### config.mk
export PLATFORM = sky130hd
export DESIGN_NAME = mem_stage_flat
export DESIGN_NICKNAME = d
export VERILOG_FILES = /design/src/rtl/mem_stage_if.sv /design/src/rtl/mem_stage.sv /design/src/flat_wrapper.sv
export SDC_FILE = /design/constraint.sdc
export NUM_CORES = 1
export LEC_CHECK = 0
export BUFFER_PORTS_ARGS = -buffer_cell sky130_fd_sc_hd__buf_2
export CORE_MARGIN = 5
export CORE_UTILIZATION = 40
export DETAILED_ROUTE_END_ITERATION = 10
export PLACE_DENSITY = 0.76
export SETUP_SLACK_MARGIN = 0.02
export SLEW_MARGIN = 10
export SYNTH_ARGS = -nofsm -noshare
export SYNTH_HDL_FRONTEND = slang
export SYNTH_SLANG_ARGS = --single-unit
### constraint.sdc
create_clock -name clk -period 1.3 [get_ports clk]
set_input_delay 0.26 -clock clk [delete_from_list [all_inputs] [get_ports clk]]
set_output_delay 0.26 -clock clk [all_outputs]
set_load 0.01 [all_outputs]
### src/rtl/mem_stage_if.sv
// Data-memory request bus between the MEM stage (master) and the data memory (slave).
interface mem_stage_if;
  logic        dmem_req;
  logic        dmem_we;
  logic [31:0] dmem_addr;
  logic [31:0] dmem_wdata;
  logic [31:0] dmem_rdata;
  logic        dmem_ack;

  modport master (
    output dmem_req, dmem_we, dmem_addr, dmem_wdata,
    input  dmem_rdata, dmem_ack
  );

  modport slave (
    input  dmem_req, dmem_we, dmem_addr, dmem_wdata,
    output dmem_rdata, dmem_ack
  );
endinterface

### src/rtl/mem_stage.sv
// Pipeline MEM stage: issues loads/stores over a req/ack bus, stalls upstream until ack, loads MEM/WB.
// Optional MEM_MISALIGN_TRAP_EN: misaligned memops are dropped and raise a one-cycle misalign pulse.
module mem_stage (
  input  logic         clk,
  input  logic         rst,
  input  logic [31:0]  pi4_ADDR,
  input  logic [31:0]  pi4_WD,
  input  logic [4:0]   pi4_MUX,
  input  logic [1:0]   pi4_wb,
  input  logic         pi4_MemRead,
  input  logic         pi4_MemWrite,
  input  logic         pi4_Branch,
  input  logic         pi4_zero,
  mem_stage_if.master  dmem,
  output logic         stall,
  output logic         PCSrc,
  output logic         misalign,
  output logic [1:0]   pi5_wb,
  output logic [31:0]  pi5_RD,
  output logic [31:0]  pi5_ALU,
  output logic [4:0]   pi5_MUX
);

  typedef enum logic {IDLE, BUSY} state_t;

  state_t      state, state_nxt;
  logic [31:0] addr_q, wdata_q;
  logic        we_q;
  logic        memop, bad_align;
  logic        capture, pass;
  logic [31:0] rd_nxt;

  assign memop = pi4_MemRead | pi4_MemWrite;

`ifdef MEM_MISALIGN_TRAP_EN
  assign bad_align = memop & (|pi4_ADDR[1:0]);
`else
  assign bad_align = 1'b0;
`endif

  always_comb begin
    state_nxt = state;
    stall     = 1'b0;
    capture   = 1'b0;
    pass      = 1'b0;
    rd_nxt    = 32'd0;
    case (state)
      IDLE: begin
        if (memop && !bad_align) begin
          stall     = 1'b1;
          capture   = 1'b1;
          state_nxt = BUSY;
        end else if (!memop) begin
          pass = 1'b1;
        end
      end
      BUSY: begin
        if (dmem.dmem_ack) begin
          pass      = 1'b1;
          rd_nxt    = we_q ? 32'd0 : dmem.dmem_rdata;
          state_nxt = IDLE;
        end else begin
          stall = 1'b1;
        end
      end
      default: state_nxt = IDLE;
    endcase
    // Reset abandons any in-flight access; the upstream must not be frozen meanwhile.
    if (rst) begin
      state_nxt = IDLE;
      stall     = 1'b0;
      capture   = 1'b0;
      pass      = 1'b0;
      rd_nxt    = 32'd0;
    end
  end

  always_ff @(posedge clk) begin
    if (rst) begin
      state    <= IDLE;
      addr_q   <= 32'd0;
      wdata_q  <= 32'd0;
      we_q     <= 1'b0;
      misalign <= 1'b0;
      pi5_wb   <= 2'd0;
      pi5_RD   <= 32'd0;
      pi5_ALU  <= 32'd0;
      pi5_MUX  <= 5'd0;
    end else begin
      state    <= state_nxt;
      misalign <= (state == IDLE) && bad_align;
      if (capture) begin
        addr_q  <= pi4_ADDR;
        wdata_q <= pi4_WD;
        we_q    <= pi4_MemWrite;
      end
      // Anything other than a completing op or a non-memory op writes a bubble.
      pi5_wb  <= pass ? pi4_wb   : 2'd0;
      pi5_MUX <= pass ? pi4_MUX  : 5'd0;
      pi5_ALU <= pass ? pi4_ADDR : 32'd0;
      pi5_RD  <= rd_nxt;
    end
  end

  assign dmem.dmem_req   = (state == BUSY);
  assign dmem.dmem_we    = (state == BUSY) & we_q;
  assign dmem.dmem_addr  = addr_q;
  assign dmem.dmem_wdata = wdata_q;

  assign PCSrc = pi4_Branch & pi4_zero & ~stall & ~rst;

endmodule

### src/flat_wrapper.sv
// flat-port wrapper written by rule: the top's interface ports become plain ports
module mem_stage_flat 
  (clk, rst, pi4_ADDR, pi4_WD, pi4_MUX, pi4_wb, pi4_MemRead, pi4_MemWrite, pi4_Branch, pi4_zero, stall, PCSrc, misalign, pi5_wb, pi5_RD, pi5_ALU, pi5_MUX, dmem_dmem_req, dmem_dmem_we, dmem_dmem_addr, dmem_dmem_wdata, dmem_dmem_rdata, dmem_dmem_ack);
  mem_stage_if dmem_i ();
  input  logic clk;
  input  logic rst;
  input  logic [31:0] pi4_ADDR;
  input  logic [31:0] pi4_WD;
  input  logic [4:0] pi4_MUX;
  input  logic [1:0] pi4_wb;
  input  logic pi4_MemRead;
  input  logic pi4_MemWrite;
  input  logic pi4_Branch;
  input  logic pi4_zero;
  output logic stall;
  output logic PCSrc;
  output logic misalign;
  output logic [1:0] pi5_wb;
  output logic [31:0] pi5_RD;
  output logic [31:0] pi5_ALU;
  output logic [4:0] pi5_MUX;
  output wire logic [$bits(dmem_i.dmem_req)-1:0] dmem_dmem_req;
  output wire logic [$bits(dmem_i.dmem_we)-1:0] dmem_dmem_we;
  output wire logic [$bits(dmem_i.dmem_addr)-1:0] dmem_dmem_addr;
  output wire logic [$bits(dmem_i.dmem_wdata)-1:0] dmem_dmem_wdata;
  input wire logic [$bits(dmem_i.dmem_rdata)-1:0] dmem_dmem_rdata;
  input wire logic [$bits(dmem_i.dmem_ack)-1:0] dmem_dmem_ack;
  assign dmem_dmem_req = dmem_i.dmem_req;
  assign dmem_dmem_we = dmem_i.dmem_we;
  assign dmem_dmem_addr = dmem_i.dmem_addr;
  assign dmem_dmem_wdata = dmem_i.dmem_wdata;
  assign dmem_i.dmem_rdata = dmem_dmem_rdata;
  assign dmem_i.dmem_ack = dmem_dmem_ack;
  mem_stage u_core (.clk(clk), .rst(rst), .pi4_ADDR(pi4_ADDR), .pi4_WD(pi4_WD), .pi4_MUX(pi4_MUX), .pi4_wb(pi4_wb), .pi4_MemRead(pi4_MemRead), .pi4_MemWrite(pi4_MemWrite), .pi4_Branch(pi4_Branch), .pi4_zero(pi4_zero), .dmem(dmem_i), .stall(stall), .PCSrc(PCSrc), .misalign(misalign), .pi5_wb(pi5_wb), .pi5_RD(pi5_RD), .pi5_ALU(pi5_ALU), .pi5_MUX(pi5_MUX));
endmodule
## Yosys cells after proc, flatten, opt, wreduce, memory -nomap -nowiden

Cells that the tools add are included.
W data, S select, Z words.

- Muxes and demuxes: 10
- Bitwise operators: 10
- Reductions and logical operators: 2

Operator list:

| kind | number |
|---|---|
| $mux W1 | 8 |
| $not A1 Y1 | 5 |
| $and A1 B1 Y1 | 4 |
| $pmux W1 S2 | 2 |
| $reduce_or A4 Y1 | 1 |
| $reduce_or A2 Y1 | 1 |
| $or A1 B1 Y1 | 1 |

- Flip-flop bits (word level): 137
- Bits of input ports: 110

## Depth between registers and ports, before layout

Gate-level depths: netlist of run 1.

- Word-level depth: 7
- Gate-level depth with buffers: 4

## Worst setup path after synthesis of run 1

No wires, ideal clock.

- Kind: reg2out
- Start: reg u_core.state (netlist: u_core.dmem.dmem_req)
- End: out PCSrc
- Arrival: 1,303 ps
- Required time: 1,040 ps
- Slack: -263 ps
- Cell stages (with the launch flop): 5
- Cells stage by stage: dfxtp_1 > or3_4 > a21oi_4 > buf_6 > and3_1

- Cells in the longest elaborated chain, start to end: 6

RTL lines:

| element | RTL line | RTL |
|---|---|---|
| start, declared | mem_stage.sv:26 | `state_t state, state_nxt;` |
| start signal, assigned | mem_stage.sv:90 | `state <= state_nxt;` |
| $not A1 Y1 (no source line) | - |  |
| $pmux W1 S2 (*) | mem_stage.sv:47 | `case (state)` |
| $mux W1 (*) | - |  |
| $not A1 Y1 (*) | mem_stage.sv:110 | `assign PCSrc = pi4_Branch & pi4_zero & ~stall & ~rst;` |
| $and A1 B1 Y1 (*) (2 in series) | mem_stage.sv:110 |  |
| end, declared | flat_wrapper.sv:16 | `output logic PCSrc;` |

Mark *: on every way between the ends. The rest lies on a longest branch, timed or not.

## Final worst setup path of run 1

Ends and elaborated chain as after synthesis.

==> flow_metrics.py, run 1 <==
metrics = {
    "run_status": {
        "status": "finished, violations left",
        "violations": "negative setup slack",
    },
    "global_route": {
        "grt_overflow": 0,
        "grt_pass1_vias": 3718,
        "grt_use_total_pct": 17.2,
        "grt_start_max_net_pins": 42,
        "antenna_found_initial": 0,
        "grt_pass1_wl_mm": 17.8,
    },
    "sta": {
        "rsz0062_at_grt": "true",
        "fin_tns_setup_ns": -26.83,
        "finalWorstSetupSlack_ns": -0.532,
        "timing.hold.ws_ns": 0.0551,
        "fmax_ghz": 0.546,
        "setup_violations": 134,
        "fin_skew_ns": 0.00473,
        "hold_viol": 0,
        "period_needed_ns": 1.83,
        "drv_slew": 0,
        "fin_crit_sh_pct": 141,
    },
    "yosys": {
        "ys_ff_latch": 137,
        "synthesis.area_mm2": 0.00457,
        "synth.most_common_cell": "dfxtp_1",
        "synth_area_leaders": "dfxtp_1, mux2_2, and2_1",
        "ys_warn_count": 0,
        "syn_avg_cell_area_um2": 12.3,
        "synth-edff-count": 0,
        "yosysTopAreaCell": "dfxtp_1",
        "synthFlopType": "dfxtp_1",
        "ys_types": 21,
        "synthesis.nets": 481,
        "ys_top_cells_by_count": "dfxtp_1, and2_1, mux2_2, nor2b_1, buf_6",
        "async_reset_ff_share_pct": 0,
        "yosysTopAreaCellShare_pct": 60.0,
        "syn_inst": 371,
        "yosysSeqAreaShare_pct": 60.0,
    },
    "detailed_routing": {
        "route.detailed.drc": 0,
        "finalWirelength_mm": 12.9,
        "post_drt_wl_per_cell_um": 16.0,
        "first_iter_violations": 148,
        "drt_pre_antenna_iters": 4,
        "antenna_left": 0,
        "via_per_inst": 4.46,
        "vias": 3584,
    },
    "placed_design": {
        "gp_congestion": 0.764,
        "pre_cts_ws_ns": -0.276,
        "dp_hpwl_mm": 8.61,
        "placed_area_mm2": 0.00597,
        "port_buffers": 248,
    },
    "finish": {
        "finalNetCount": 758,
        "layout-area-overhead-vs-synth_pct": 56.0,
        "drive_gt1_share_pct": 62.3,
        "n_antenna_cell": 0,
        "fin_area_mm2": 0.00713,
    },
    "hold_path": {
        "holdPathStages": 2,
        "whs_endpoint": "u_core.pi5_RD[0]",
        "hp-start": "dmem_dmem_rdata[0]",
        "min_path_type": "input port to register",
    },
    "critical_path": {
        "startpoint_type": "register",
        "reg2reg_from": "u_core.dmem.dmem_req",
        "end_kind": "primary output",
        "r2r-end": "u_core.dmem.dmem_wdata[20]",
        "rr_worst_depth": 8,
        "path_max_fanout": 2,
        "cp.required_ns": 1.04,
        "path_class": "register to primary output",
        "arrival_ns": 1.57,
        "rrSetupSlack_ns": -0.34,
    },
    "clocking": {
        "path_clk_slew_ns": 0.06,
        "cts_tree": "done",
        "htree_levels": 4,
        "hold_buffers": 0,
        "cts_made_buffers": 17,
        "cts.sinks": 137,
        "clock_path_buffers": 2,
        "clk_latency_ns": 0.40,
        "cts_root_buffer": "clkbuf_16",
    },
    "die": {
        "rows": 39,
        "floorplan.die.width_um": 117,
        "die_h_um": 117,
        "coreArea_mm2": 0.0113,
        "io_pins": 250,
        "die_area_mm2": 0.0137,
        "start_util_pct": 40.4,
    },
    "power": {
        "power.leakage_nw": 3.64,
        "pwr-share-clk_pct": 45.8,
        "p_seq_share_pct": 41.7,
        "power_density_mw_per_mm2": 1540,
        "power.internal_mw": 8.56,
        "p_sw_mw": 2.39,
        "p_comb_share_pct": 12.5,
        "peakVddDrop_mv": 0.968,
        "p_sw_share_pct": 21.9,
        "p_total_mw": 11.0,
    },
    "job": {
        "maxCapViolCount": 0,
    },
}
==> worst max-delay path: stages, from the launching register on <==
cell and delay [ns]:
dfxtp_4 0.34, or3_4 0.34, a21oi_4 0.18, and3_4 0.21, buf_6 0.09
==> sequential cells by signal (all words and copies together), names as in the netlist <==
name,flops
u_core.dmem.dmem_addr,32
u_core.dmem.dmem_req,1
u_core.pi5_RD,32
u_core.pi5_ALU,32
u_core.dmem.dmem_wdata,32
u_core.pi5_MUX,5
u_core.pi5_wb,2
u_core.we_q,1
==> cell usage in the layout, fill, tap and decap left out, types with 2 or more instances in the layout <==
cell and instances:
clkinv_4 2, nor2b_1 64, and2_1 43, clkinv_2 4
buf_4 10, buf_2 244, clkinvlp_4 2, mux2_2 61
dfxtp_1 136, bufinv_16 4, buf_6 7, and2_4 29
buf_16 4, mux2_4 3, clkbuf_8 2, buf_12 8
clkbuf_16 23
==> metal layers <==
metal  up-vias  track usage [%]  wire length (um)
li1       1756                -                 -
met2       172             30.4              6650
met3        13             7.71              1400
met4         0             6.88               143
met1      1643             17.9              4680
met5         -                0                 0
==> power groups by stage <==
stage | clock network [mW] | registers, mW | logic, mW
floorplan | 0 | 4.78 | 0.473
global placement | 0 | 4.64 | 1.11
detailed placement | 0 | 4.65 | 1.14
CTS | 5.10 | 4.57 | 1.28
global route | 5.31 | 4.59 | 1.48
finish | 5.01 | 4.57 | 1.37
==> timing repair <==
item,CTS,global route
setup endpoints to repair,107,139
resized for setup,11,43
gates cloned,5,7
pin swaps,17,9
setup buffers,5,6
==> metrics by stage <==
stage          utilization [%]  std cells
6_report                  63.0        804
5_1_grt                   63.0        804
4_1_cts                   60.5        795
3_5_place_dp              52.8        753
3_3_place_gp              52.8        753
2_1_floorplan                -        371
==> kinds of logic after synthesis <==
kind of cell           share of synthesized area (%)
multiplexers                                    15.8
AO/OA/AOI/OAI                                  0.767
other                                         0.0821
flip-flops                                      60.0
AND/OR/NAND/NOR                                 19.8
buffers and inverters                           3.56
==> worst max-delay path by stage <==
| stage | start | to | slack, ns | cells past startpoint |
|---|---|---|---|---|
| after global routing | u_core.dmem.dmem_req | PCSrc | -0.59 | 4 |
| after global placement | pi4_MemWrite | u_core.pi5_ALU[13] | -0.24 | 5 |
| after floorplan | u_core.dmem.dmem_req | PCSrc | -0.16 | 4 |
| after CTS | u_core.dmem.dmem_req | PCSrc | -0.56 | 4 |
| after detailed placement | pi4_MemWrite | u_core.pi5_MUX[4] | -0.28 | 5 |
| final | u_core.dmem.dmem_req | PCSrc | -0.53 | 4 |
==> area by class of cell <==
cell class | instances | area (um^2)
clock buffer | 20 | 457
clock inverter | 12 | 173
fill | 914 | 4190
inverter | 1 | 3.75
multi-input combinational | 212 | 1770
sequential | 137 | 2750
tap | 143 | 179
timing repair buffer | 279 | 1800
Power figures use the tool's default switching activity.
==> run 2, diff against run 1 <==
--- a/config.mk
+++ b/config.mk
@@ -6,10 +6,12 @@
 export NUM_CORES = 1
 export LEC_CHECK = 0
 export BUFFER_PORTS_ARGS = -buffer_cell sky130_fd_sc_hd__buf_2
+export CELL_PAD_IN_SITES_DETAIL_PLACEMENT = 1
+export CELL_PAD_IN_SITES_GLOBAL_PLACEMENT = 1
 export CORE_MARGIN = 5
-export CORE_UTILIZATION = 40
+export CORE_UTILIZATION = 30
 export DETAILED_ROUTE_END_ITERATION = 10
-export PLACE_DENSITY = 0.76
+export PLACE_DENSITY_LB_ADDON = 0.1
 export SETUP_SLACK_MARGIN = 0.02
 export SLEW_MARGIN = 10
 export SYNTH_ARGS = -nofsm -noshare
==> flow_metrics.py, run 2 (synthesis results as in run 1) <==
metrics = {
    "global_route": {
        "grt_start_max_net_pins": 40,
        "grt_use_total_pct": 15.0,
        "grt_pass1_vias": 3944,
        "grt_overflow": 0,
        "grt_pass1_wl_mm": 20.6,
        "antenna_found_initial": 3,
    },
    "finish": {
        "fin_area_mm2": 0.00712,
        "fin_util_pct": 47.2,
        "final-instance-count-excl-fill": 851,
        "drive_gt1_share_pct": 57.9,
        "final_common_cell": "buf_2",
        "layout_common_cells": "buf_2, dfxtp_1, and2_1",
        "finalNetCount": 759,
        "layout-area-overhead-vs-synth_pct": 56.0,
    },
    "hold_path": {
        "holdPathStages": 2,
        "whs_endpoint": "u_core.pi5_RD[1]",
        "min_path_type": "input port to register",
        "hp-start": "dmem_dmem_rdata[1]",
    },
    "clocking": {
        "cts_made_buffers": 17,
        "htree_levels": 4,
        "clock_path_buffers": 2,
        "hold_buffers": 0,
        "cts_root_buffer": "clkbuf_16",
        "cts_tree": "done",
        "cts.sinks": 137,
        "path_clk_slew_ns": 0.06,
        "clk_latency_ns": 0.41,
    },
    "critical_path": {
        "cp.required_ns": 1.04,
        "rrSetupSlack_ns": -0.26,
        "path_max_fanout": 3,
        "startpoint_type": "register",
        "arrival_ns": 1.60,
        "path_class": "register to primary output",
        "rr_worst_depth": 7,
        "r2r-end": "u_core.pi5_ALU[11]",
        "reg2reg_from": "u_core.dmem.dmem_req",
        "end_kind": "primary output",
    },
    "die": {
        "io_pins": 250,
        "coreArea_mm2": 0.0151,
        "start_util_pct": 30.3,
        "rows": 45,
        "die_h_um": 133,
        "die_area_mm2": 0.0178,
        "floorplan.die.width_um": 133,
    },
    "run_status": {
        "status": "finished, violations left",
        "violations": "negative setup slack",
    },
    "sta": {
        "fin_tns_setup_ns": -14.48,
        "fmax_ghz": 0.537,
        "period_needed_ns": 1.86,
        "fin_skew_ns": 0.00549,
        "fin_crit_sh_pct": 143,
        "finalWorstSetupSlack_ns": -0.564,
        "hold_viol": 0,
        "timing.hold.ws_ns": 0.0409,
        "rsz0062_at_grt": "true",
        "setup_violations": 106,
        "drv_slew": 0,
    },
    "power": {
        "p_sw_mw": 2.51,
        "power.internal_mw": 8.66,
        "pwr-share-clk_pct": 46.9,
        "p_comb_share_pct": 12.2,
        "power_density_mw_per_mm2": 1570,
        "power.leakage_nw": 3.59,
        "p_total_mw": 11.2,
        "p_seq_share_pct": 40.8,
        "p_sw_share_pct": 22.5,
        "peakVddDrop_mv": 0.845,
    },
    "detailed_routing": {
        "first_iter_violations": 62,
        "route.detailed.drc": 0,
        "post_drt_wl_per_cell_um": 16.7,
        "finalWirelength_mm": 14.2,
        "via_per_inst": 4.26,
        "vias": 3629,
        "antenna_left": 0,
        "drt_pre_antenna_iters": 3,
    },
    "placed_design": {
        "placed_area_mm2": 0.00604,
        "dp_hpwl_mm": 9.82,
        "gp_congestion": 0.696,
        "pre_cts_ws_ns": -0.251,
        "numPlacedInstances": 798,
        "port_buffers": 248,
    },
    "job": {
        "maxCapViolCount": 0,
    },
}
[run 2: cell types whose count changed in the layout (fill, tap and decap cells not counted), moves of 2 or more]
cell / delta
and2_4: -29
and2_1: +29
mux2_2: +3
buf_2: +2
buf_4: -3
buf_12: +3
buf_16: -2
mux2_4: -3
[run 2: area by class of cell]
class                   instances  area, um^2
fillers                      1691        7970
repair buffers                280        1800
flip-flops and latches        137        2750
clock buffers                  21         482
inverters                       1        3.75
well taps                     188         235
multi-input cells             212        1690
diodes                          1        2.50
clock inverters                11         166
[run 2: per-layer routing]
layer / vias to the layer above / track usage, % / part of all wire, %
met5: - / 0 / 0.24
met4: 4 / 6.69 / 2.2
met3: 26 / 8.61 / 12
met2: 168 / 24.9 / 48
met1: 1684 / 15.3 / 38
li1: 1747 / - / -
[run 2: worst max-delay path, cell delays in order, from the launching register on]
cell and delay, ns:
dfxtp_4 0.34, or3_4 0.35, a21oi_4 0.20, and3_4 0.20, buf_6 0.09
[run 2: worst max path at each step]
stage	from	endpoint	slack, ns
finish	u_core.dmem.dmem_req	PCSrc	-0.56
global route	u_core.dmem.dmem_req	PCSrc	-0.63
CTS	u_core.dmem.dmem_req	u_core.pi5_wb[0]	-0.58
global placement	pi4_MemWrite	PCSrc	-0.25
detailed placement	pi4_MemWrite	PCSrc	-0.25
floorplan	u_core.dmem.dmem_req	PCSrc	-0.16
[run 2: what timing repair did]
action | 4_1_cts | 5_1_grt
pin swaps | 0 | 2
setup endpoints to repair | 106 | 106
resized for setup | 14 | 14
buffers inserted | 7 | 6
cloned | 2 | 10
[run 2: power by group through the flow]
stage | Sequential, mW | Clock (mW) | Combinational [mW]
after floorplan | 4.78 | 0 | 0.473
after global placement | 4.64 | 0 | 1.15
after detailed placement | 4.65 | 0 | 1.17
after CTS | 4.56 | 5.37 | 1.25
after global routing | 4.59 | 5.55 | 1.48
final | 4.56 | 5.24 | 1.37
